`src/rtl/rnn_seq_ctrl_pkg.sv`:
```
// Shared definitions for the rnn register-write sequencer.
//   - rnn register map (word addresses on the rnn register-write port)
//   - sequencer FSM state encoding
//   - small elaboration helper
package rnn_seq_ctrl_pkg;

    localparam logic [31:0] RNN_ADDR_CTRL  = 32'd0;
    localparam logic [31:0] RNN_ADDR_INPUT = 32'd1;
    localparam logic [31:0] RNN_ADDR_W0    = 32'd2;
    localparam logic [31:0] RNN_ADDR_W1    = 32'd3;
    localparam logic [31:0] RNN_ADDR_RBIAS = 32'd4;
    localparam logic [31:0] RNN_ADDR_DENSE = 32'd5;
    localparam logic [31:0] RNN_ADDR_DBIAS = 32'd6;

    typedef enum logic [2:0] {
        IDLE,
        LOAD_IN,
        KICK,
        WAIT,
        ACK,
        RELEASE
    } seq_state_t;

    function automatic bit is_pow2(input int v);
        return (v > 0) && ((v & (v - 1)) == 0);
    endfunction

endpackage

```
`src/rtl/rnn_seq_ctrl_if.sv`:
```
// Host character stream plus rnn register-write port.
//   in_valid/in_ready/in_data/in_last : host -> sequencer character push
//   m_write/m_addr/m_data             : sequencer -> rnn register writes
// master: host side (drives the character stream, observes the write port)
// slave : sequencer side
interface rnn_seq_ctrl_if #(
    parameter int IN_LEN = 2
);
    logic                   in_valid;
    logic                   in_ready;
    logic [16*IN_LEN-1:0]   in_data;
    logic                   in_last;
    logic                   m_write;
    logic [31:0]            m_addr;
    logic [31:0]            m_data;

    modport master (
        output in_valid, in_data, in_last,
        input  in_ready, m_write, m_addr, m_data
    );

    modport slave (
        input  in_valid, in_data, in_last,
        output in_ready, m_write, m_addr, m_data
    );
endinterface

```
`src/rtl/rnn_seq_ctrl_sync_fifo.sv`:
```
// Single-clock FIFO with registered storage and full/empty flags.
//   clk, rst      : clock, async active-high reset (flushes pointers)
//   push, wdata   : write request; ignored while full
//   pop, rdata    : read request; rdata shows the head entry whenever !empty
//   full, empty   : occupancy flags
// Pointers carry one extra wrap bit so full and empty are distinguishable.
module sync_fifo #(
    parameter int WIDTH = 33,
    parameter int DEPTH = 8
) (
    input  logic             clk,
    input  logic             rst,
    input  logic             push,
    input  logic [WIDTH-1:0] wdata,
    input  logic             pop,
    output logic [WIDTH-1:0] rdata,
    output logic             full,
    output logic             empty
);
    localparam int AW = $clog2(DEPTH);

    logic [WIDTH-1:0] mem [DEPTH];
    logic [AW:0]      wr_ptr;
    logic [AW:0]      rd_ptr;
    logic             do_push;
    logic             do_pop;

    assign empty   = (wr_ptr == rd_ptr);
    assign full    = (wr_ptr == {~rd_ptr[AW], rd_ptr[AW-1:0]});
    // A full FIFO refuses a push even if the same cycle pops.
    assign do_push = push && !full;
    assign do_pop  = pop && !empty;
    assign rdata   = mem[rd_ptr[AW-1:0]];

    always_ff @(posedge clk or posedge rst) begin
        if (rst) begin
            wr_ptr <= '0;
            rd_ptr <= '0;
        end else begin
            if (do_push) wr_ptr <= wr_ptr + 1'b1;
            if (do_pop)  rd_ptr <= rd_ptr + 1'b1;
        end
    end

    always_ff @(posedge clk) begin
        if (do_push) mem[wr_ptr[AW-1:0]] <= wdata;
    end
endmodule

```
`src/rtl/rnn_seq_ctrl.sv`:
```
// Sequencer driving the rnn accelerator register-write port, one character
// at a time: load input vector -> start -> settle -> activation ack -> release.
//   clk, rst   : clock, async active-high reset (rnn must share it as rst_n=~rst)
//   bus        : host character stream in, rnn write port out
//   busy       : FSM not idle or characters still queued
//   char_done  : pulse in the RELEASE cycle of every character
//   seq_done   : pulse with char_done for a character flagged last
//   char_count : characters completed in the current sequence (saturating)
//
// state   | meaning
// IDLE    | waiting for a queued character; pops it into the cur regs
// LOAD_IN | writes element idx of the input vector (addr 1), IN_LEN cycles
// KICK    | ctrl write, rnn LOAD -> START
// WAIT    | SETTLE_CYCLES quiet cycles while the rnn computes
// ACK     | ctrl write, rnn ACTIVATION -> DONE
// RELEASE | ctrl write, rnn DONE -> LOAD; character complete
module rnn_seq_ctrl
    import rnn_seq_ctrl_pkg::*;
#(
    parameter int IN_LEN        = 2,
    parameter int FIFO_DEPTH    = 8,
    parameter int SETTLE_CYCLES = 40
) (
    input  logic         clk,
    input  logic         rst,
    rnn_seq_ctrl_if.slave bus,
    output logic         busy,
    output logic         char_done,
    output logic         seq_done,
    output logic [15:0]  char_count
);
    localparam int DW = 16 * IN_LEN;
    localparam int FW = DW + 1;
    localparam int IW = (IN_LEN > 1) ? $clog2(IN_LEN) : 1;
    localparam int CW = $clog2(SETTLE_CYCLES + 1);

    generate
        if (!is_pow2(FIFO_DEPTH) || FIFO_DEPTH < 2) begin : g_bad_depth
            $error("rnn_seq_ctrl: FIFO_DEPTH must be a power of 2 >= 2");
        end
        if (IN_LEN < 1 || IN_LEN > 256) begin : g_bad_len
            $error("rnn_seq_ctrl: IN_LEN must be 1..256");
        end
        if (SETTLE_CYCLES < 1) begin : g_bad_settle
            $error("rnn_seq_ctrl: SETTLE_CYCLES must be >= 1");
        end
    endgenerate

    seq_state_t      state;
    seq_state_t      state_nxt;
    logic            fifo_full;
    logic            fifo_empty;
    logic            fifo_pop;
    logic [FW-1:0]   fifo_rdata;
    logic [DW-1:0]   cur_data;
    logic            cur_last;
    logic [IW-1:0]   idx;
    logic [CW-1:0]   settle_cnt;
    logic [15:0]     elem;

    sync_fifo #(
        .WIDTH (FW),
        .DEPTH (FIFO_DEPTH)
    ) u_fifo (
        .clk   (clk),
        .rst   (rst),
        .push  (bus.in_valid),
        .wdata ({bus.in_last, bus.in_data}),
        .pop   (fifo_pop),
        .rdata (fifo_rdata),
        .full  (fifo_full),
        .empty (fifo_empty)
    );

    assign bus.in_ready = !fifo_full;
    assign busy         = (state != IDLE) || !fifo_empty;
    assign elem         = cur_data[{idx, 4'b0000} +: 16];

    always_ff @(posedge clk or posedge rst) begin
        if (rst) state <= IDLE;
        else     state <= state_nxt;
    end

    always_comb begin
        state_nxt = state;
        case (state)
            IDLE:    if (!fifo_empty) state_nxt = LOAD_IN;
            LOAD_IN: if (idx == IW'(IN_LEN - 1)) state_nxt = KICK;
            KICK:    state_nxt = WAIT;
            WAIT:    if (settle_cnt == '0) state_nxt = ACK;
            ACK:     state_nxt = RELEASE;
            RELEASE: state_nxt = IDLE;
            default: state_nxt = IDLE;
        endcase
    end

    always_comb begin
        fifo_pop    = 1'b0;
        bus.m_write = 1'b0;
        bus.m_addr  = '0;
        bus.m_data  = '0;
        char_done   = 1'b0;
        seq_done    = 1'b0;
        case (state)
            IDLE:    fifo_pop = !fifo_empty;
            LOAD_IN: begin
                bus.m_write = 1'b1;
                bus.m_addr  = RNN_ADDR_INPUT;
                bus.m_data  = {8'h00, 8'(idx), elem};
            end
            KICK, ACK: begin
                bus.m_write = 1'b1;
                bus.m_addr  = RNN_ADDR_CTRL;
            end
            RELEASE: begin
                bus.m_write = 1'b1;
                bus.m_addr  = RNN_ADDR_CTRL;
                char_done   = 1'b1;
                seq_done    = cur_last;
            end
            default: ;
        endcase
    end

    // Datapath: current character, element index, settle down-counter.
    always_ff @(posedge clk or posedge rst) begin
        if (rst) begin
            cur_data   <= '0;
            cur_last   <= 1'b0;
            idx        <= '0;
            settle_cnt <= '0;
        end else begin
            case (state)
                IDLE: begin
                    if (!fifo_empty) begin
                        cur_data <= fifo_rdata[DW-1:0];
                        cur_last <= fifo_rdata[DW];
                    end
                    idx <= '0;
                end
                LOAD_IN: begin
                    if (idx == IW'(IN_LEN - 1)) idx <= '0;
                    else                        idx <= idx + 1'b1;
                end
                KICK: settle_cnt <= CW'(SETTLE_CYCLES - 1);
                WAIT: if (settle_cnt != '0) settle_cnt <= settle_cnt - 1'b1;
                default: ;
            endcase
        end
    end

    // Count on ACK -> RELEASE so the RELEASE cycle already shows the
    // completed total; clear the cycle after the last character finishes.
    always_ff @(posedge clk or posedge rst) begin
        if (rst) begin
            char_count <= '0;
        end else if (state == ACK) begin
            if (char_count != 16'hFFFF) char_count <= char_count + 16'd1;
        end else if (state == RELEASE && cur_last) begin
            char_count <= '0;
        end
    end
endmodule
```
`src/flat_wrapper.sv`:
```
// flat-port wrapper written by rule: the top's interface ports become plain ports
module rnn_seq_ctrl_flat import rnn_seq_ctrl_pkg::*;
#(
    parameter int IN_LEN        = 2,
    parameter int FIFO_DEPTH    = 8,
    parameter int SETTLE_CYCLES = 40
)
  (clk, rst, busy, char_done, seq_done, char_count, bus_in_valid, bus_in_data, bus_in_last, bus_in_ready, bus_m_write, bus_m_addr, bus_m_data);
  rnn_seq_ctrl_if #(.IN_LEN(IN_LEN)) bus_i ();
  input  logic clk;
  input  logic rst;
  output logic busy;
  output logic char_done;
  output logic seq_done;
  output logic [15:0] char_count;
  input wire logic [$bits(bus_i.in_valid)-1:0] bus_in_valid;
  input wire logic [$bits(bus_i.in_data)-1:0] bus_in_data;
  input wire logic [$bits(bus_i.in_last)-1:0] bus_in_last;
  output wire logic [$bits(bus_i.in_ready)-1:0] bus_in_ready;
  output wire logic [$bits(bus_i.m_write)-1:0] bus_m_write;
  output wire logic [$bits(bus_i.m_addr)-1:0] bus_m_addr;
  output wire logic [$bits(bus_i.m_data)-1:0] bus_m_data;
  assign bus_i.in_valid = bus_in_valid;
  assign bus_i.in_data = bus_in_data;
  assign bus_i.in_last = bus_in_last;
  assign bus_in_ready = bus_i.in_ready;
  assign bus_m_write = bus_i.m_write;
  assign bus_m_addr = bus_i.m_addr;
  assign bus_m_data = bus_i.m_data;
  rnn_seq_ctrl #(.IN_LEN(IN_LEN), .FIFO_DEPTH(FIFO_DEPTH), .SETTLE_CYCLES(SETTLE_CYCLES)) u_core (.clk(clk), .rst(rst), .bus(bus_i), .busy(busy), .char_done(char_done), .seq_done(seq_done), .char_count(char_count));
endmodule
```
`config.mk`:
```
export PLATFORM = sky130hd
export DESIGN_NAME = rnn_seq_ctrl_flat
export DESIGN_NICKNAME = d
export VERILOG_FILES = /design/src/rtl/rnn_seq_ctrl_pkg.sv /design/src/rtl/rnn_seq_ctrl_if.sv /design/src/rtl/rnn_seq_ctrl_sync_fifo.sv /design/src/rtl/rnn_seq_ctrl.sv /design/src/flat_wrapper.sv
export SDC_FILE = /design/constraint.sdc
export NUM_CORES = 1
export LEC_CHECK = 0
export ABC_AREA = 1
export BUFFER_PORTS_ARGS = -buffer_cell sky130_fd_sc_hd__buf_4
export CAP_MARGIN = 20
export CORE_MARGIN = 2
export CORE_UTILIZATION = 52
export DETAILED_ROUTE_END_ITERATION = 8
export PLACE_DENSITY = 0.74
export REMOVE_ABC_BUFFERS = 1
export SYNTH_ARGS = -nofsm -noshare
export SYNTH_HDL_FRONTEND = slang
export SYNTH_SLANG_ARGS = --single-unit
export TNS_END_PERCENT = 10
```
`constraint.sdc`:
```
create_clock -name clk -period 2.8 [get_ports clk]
set_clock_uncertainty 0.15 [all_clocks]
set_input_delay 0.14 -clock clk [delete_from_list [all_inputs] [get_ports clk]]
set_output_delay 0.14 -clock clk [all_outputs]
set_load 0.02 [all_outputs]
```
Word level (Yosys, flattened, before mapping) --
Memories as Yosys holds them, arrays and structs flattened. A register that Yosys moved wholly into a read port is not among the register bits. Index checks and enable logic that the tools add are counted.
Operators by class: shift operators 1, equality and inequality tests 13, multipliers 0, mux-type cells 19, reduce and logical (&&, ||, !) cells 18, $add $sub $neg 5, bitwise logic cells 2, magnitude comparators 0, divide/modulo/power cells 0
Operators with widths (number):
- $mux 16 | 3
- $shiftx 32x6->16 | 1
- $mux 17 | 1
- $add 16x1->16 const B | 1
- $ne 16x16->1 const B | 1
- $pmux 3 s5 | 1
- $pmux 6 s2 | 1
- $mux 3 | 3
- $add 4x1->4 const B | 2
- $eq 4x4->1 | 2
- $mux 1 | 8
- $eq 3x2->1 const B | 2
- $eq 3x3->1 const B | 2
- $logic_not 6->1 | 1
- $mux 6 | 1
- $ne 2x1->1 const B | 3
- $reduce_and 2->1 | 3
- $reduce_bool 2->1 | 3
- $reduce_bool 6->1 | 1
- $sub 6x1->6 const B | 1
- $ne 2x2->1 const B | 2
- $reduce_or 4->1 | 1
- $eq 3x1->1 const B | 1
- $logic_and 1x1->1 | 3
- 8 further kinds | 10
Storage, ports and cells: output and inout bits 85, memories 1, input bits 36, bits in writable memories 264, flip-flop bits (word level) 34, word-level logic and storage cells 65, bits in latches 0, bits in read-only memories 0
Memory list:
- u_core.u_fifo.mem | words 8, bits a word 33, read ports 1, clocked after Yosys merged registers in 1, write ports 1, line rnn_seq_ctrl_sync_fifo.sv:22 | logic [WIDTH-1:0] mem [DEPTH];

Depth between registers and ports, before layout --
depth in word-level cells 6, mapped depth 10, gate-level depth less buffers 9

Modules after synthesis --
A second synthesis with hierarchy kept.
Unflattened totals: cell total of the unflattened synthesis 1331, area, all modules 14248.7 um^2
By module, submodules not included:
- sync_fifo | sequential area each 8127.8 um^2, area an instance 10926.7 um^2, cells each 901, instances 1
- rnn_seq_ctrl | sequential area each 1476.4 um^2, area an instance 3321.9 um^2, cells each 430, instances 1

Least setup slack after synthesis --
Ideal clock, no wire load.
path kind register to register, start point register u_core.u_fifo.wr_ptr[1], end point memory u_core.u_fifo.mem[2][0] (enable), setup slack -0.285 ns, cell stages (with the launch flop) 9, required time 2.227 ns, setup time 0.423 ns, data arrival time 2.511 ns, buffers on the path 2, cell sequence dfrtp_1 buf_2 inv_1 nand2_1 nand4_2 or2_1 buf_6 nand3_2 nor2_1
On the way: cells in the longest elaborated chain, start to end 5
Ends and longest elaborated chain:
- start: declaration | line rnn_seq_ctrl_sync_fifo.sv:23 | logic [AW:0] wr_ptr;
- start signal: assignment | line rnn_seq_ctrl_sync_fifo.sv:40 | if (do_push) wr_ptr <= wr_ptr + 1'b1;
- $eq 4x4->1 | line rnn_seq_ctrl_sync_fifo.sv:29 | assign full = (wr_ptr == {~rd_ptr[AW], rd_ptr[AW-1:0]});
- $logic_not 1->1
- via bus_in_ready | line flat_wrapper.sv:19 | output wire logic [$bits(bus_i.in_ready)-1:0] bus_in_ready;
- $logic_and 1x1->1 | line rnn_seq_ctrl_sync_fifo.sv:31 | assign do_push = push && !full;
- $mux 1 | line rnn_seq_ctrl_sync_fifo.sv:46 | if (do_push) mem[wr_ptr[AW-1:0]] <= wdata;
- $mux 1 (not written as such) | line rnn_seq_ctrl_sync_fifo.sv:46
- end: declaration | line rnn_seq_ctrl_sync_fifo.sv:22
The timed path passes the listed nets, and every way through them passes these cells.

Worst setup path in the final report --
start point register u_core.state[1], end point output bus_m_data[4]
On the way: cells in the longest elaborated chain, start to end 2
Ends and longest elaborated chain:
- start: declaration | line rnn_seq_ctrl.sv:49 | seq_state_t state;
- start signal: assignment | line rnn_seq_ctrl.sv:81 | else state <= state_nxt;
- $eq 3x1->1 | line rnn_seq_ctrl.sv:104 | case (state)
- $mux 17 | line rnn_seq_ctrl.sv:104
- end: declaration | line flat_wrapper.sv:22 | output wire logic [$bits(bus_i.m_data)-1:0] bus_m_data;
No other way between the ends.

==> results.json <==
{
  "p_sw_mw": 5.98,
  "route.detailed.drc": 0,
  "p_clk_share_pct": 27.4,
  "crit_cells": 8,
  "cts_tree": "yes",
  "crit_family": "buffers and inverters",
  "grt_pass1_vias": 9269,
  "cp.arrival_ps": 2360,
  "gp_congestion": 0.848,
  "critPathMaxFanout": 14,
  "relSlewSlack_pct": 35.5,
  "grt_pass1_wl_um": 48700,
  "clk_pin_slew_worst_paths_ps": 60,
  "critPathCaptureType": "output port",
  "grt-ovfl-total": 0,
  "cts_root_buf": "clkbuf_16",
  "power.density_nw_per_um2": 1000,
  "row_count": 60,
  "pwr-share-comb_pct": 32.9,
  "required_ps": 2510,
  "sequentialPowerShare_pct": 39.7,
  "outcome": "finished, final reports clean",
  "setup_violations": 0,
  "postSynthAreaPerCell_um2": 10.9,
  "postRouteAntennaNets": 0,
  "cts_resized": 0,
  "drtIter0Drc": 780,
  "fin_cells": 1792,
  "die-area_um2": 28700,
  "antenna_cells": 0,
  "chipWidth_um": 169,
  "htree_levels": 2,
  "drive_above_1_share_pct": 13.6,
  "min_period_ps": 2650,
  "hold_viol": 0,
  "p_leak_nw": 6.73,
  "syn_to_final_growth_pct": 16.6,
  "critPathBufInv": 4,
  "cts_sinks": 331,
  "worstSkewPairLatency_ps": 520,
  "critical-path-slowest-cell": "o21ai_0",
  "dp_hpwl_um": 18200,
  "synth_seq_area_share_pct": 67.5,
  "hold_ws_ps": 131,
  "syn_area_um2": 14200,
  "reg2reg_slack_ps": 390,
  "start_util_pct": 52.9,
  "drt_pass1_iterations": 5,
  "hold_class": "primary input to asynchronous set/reset pin",
  "synthCells": 1309,
  "final.setup.tns_ps": 0,
  "worstMarginPinSlew_ps": 966,
  "synth-seq-cells": 331,
  "ys_types": 36,
  "total_power_mw": 16.7,
  "cts_made_buffers": 35,
  "fmax_ghz": 0.378,
  "ys_warn_count": 0,
  "antenna_found_initial": 0,
  "crit_type": "flip-flop to output port",
  "globalRouteTotalUtil_pct": 21.8,
  "grt_max_degree": 99,
  "cap_violations": 0,
  "vias": 9607,
  "switching_share_pct": 35.9,
  "nets": 1466,
  "startpoint_type": "flip-flop",
  "port-buffer-count": 74,
  "postRouteWirelength_um": 31100,
  "fin_crit_sh_pct": 94.5,
  "drv_slew": 0,
  "p_int_mw": 10.7,
  "rsz0062_at_grt": "no",
  "ir_worst_vdd_uv": 780,
  "die_y_um": 169,
  "r2r_cells": 7,
  "cpPeakStageDelay_ps": 500,
  "routedWlPerCell_um": 17.4,
  "dp.cells": 1694,
  "viasPerCell": 5.36,
  "final_core_util_pct": 61.7,
  "core_area_um2": 26900,
  "path_cells": "nor2_1, inv_1, nor2_4, inv_2, nor2_4, inv_1, o21ai_0, buf_4",
  "boundaryPins": 121,
  "cts_buffer_depth": 3
}
## cells in the final DEF, fill, tap and decap left out, types with 8 or more instances in the layout
cell type / Yosys / routed
or2_2: 20 / 20
dlygate4sd3_1: 0 / 35
edfxtp_1: 264 / 264
nand3_1: 79 / 79
o21ai_0: 60 / 60
o21ai_1: 12 / 12
o211ai_1: 30 / 30
a21oi_1: 8 / 8
conb_1: 1 / 46
dfrtp_1: 67 / 66
o2111ai_1: 36 / 36
nand2_1: 392 / 392
buf_4: 49 / 98
inv_1: 94 / 93
clkbuf_16: 0 / 36
nor2_1: 100 / 92
clkbuf_1: 15 / 9
nor2_4: 3 / 11
## cell usage after synthesis, drive strengths merged
master	n	area, µm²
a21o	1	7.51
xnor2	3	26.3
xor2	5	43.8
nand3	80	405
o21ai	72	360
o211ai	30	225
clkinv	2	7.51
clkbuf	15	56.3
inv	98	368
ha	5	62.6
nand2	394	1490
o21bai	1	7.51
a21oi	8	40.0
conb	1	3.75
a31oi	2	12.5
o2111ai	36	315
nor3	3	15.0
nand4	5	37.5
buf	90	577
or2	21	131
dfrtp	67	1680
edfxtp	264	7930
nor2	105	422
a21boi	1	7.51
## power groups by stage
stage	registers (mW)	logic [mW]	clock network [mW]
after global routing	6.69	6.08	4.80
final	6.62	5.48	4.56
after floorplan	6.84	3.28	0
after detailed placement	6.71	5.41	0
after global placement	6.68	5.31	0
after CTS	6.62	5.49	4.61
## layout make-up
class / instances / area [µm²]
fillers: 2038 / 10300
well taps: 341 / 427
clock inverters: 16 / 171
multi-input cells: 818 / 3840
clock buffers: 47 / 962
inverters: 100 / 375
repair buffers: 139 / 1210
flip-flops and latches: 331 / 9610
## flip-flops by register name, indices dropped and copies added (netlist names)
name and flops:
u_core.char_count 16, u_core.state 3, u_core.cur_last 1, u_core.u_fifo.wr_ptr 4, u_core.idx 1, u_core.settle_cnt 6
u_core.u_fifo.rd_ptr 4, u_core.u_fifo.mem 264, u_core.cur_data 32
## metrics by stage
stage               area (µm²)  setup slack (ps)
CTS                      16600               229
finish                   16600               153
global route             16600              8.50
global placement         15100               442
floorplan                13800             -2460
detailed placement       15100               424
## logic make-up (layout without fill, tap and decap cells)
logic type      after synthesis  after routing  share of synthesized area [%]
simple gates                608            608                           17.6
xor+xnor                      8              8                          0.493
flops                       331            331                           67.5
compound gates              151            151                           6.86
buf+inv                     205            302                           7.09
other cells                   1             46                         0.0264
fa+ha+maj                     5              5                          0.440
## timing repair
action | 4_1_cts | 5_1_grt
buffers inserted | 0 | 0
setup endpoints to repair | 0 | 0
hold endpoints to repair | 292 | 0
hold buffers | 35 | 0
## routing by layer
layer / vias to the layer above / track usage [%] / routed length (µm)
li1: 4590 / - / -
met1: 4563 / 29.1 / 13400
met2: 388 / 37.0 / 14900
met4: 0 / 6.76 / 760
met5: - / 0 / 0
met3: 66 / 3.47 / 2080
## worst paths after layout
| path | from | endpoint |
|---|---|---|
| setup / recovery | u_core.state[1] | bus_m_data[4] |
| hold / removal | rst | u_core.char_count[1] |
| setup reg to reg | u_core.u_fifo.rd_ptr[2] | u_core.cur_data[0] |
| hold reg to reg | u_core.cur_last | u_core.cur_last |
| max in group asynchronous | rst | u_core.settle_cnt[2] |
| min in group clk | bus_in_data[7] | u_core.u_fifo.mem[2][7] |
## worst min-delay path: cells and delay by family
kind / cells / cell delay (ps)
buffers and inverters: 3 / 1140
Power figures use the tool's default switching activity.
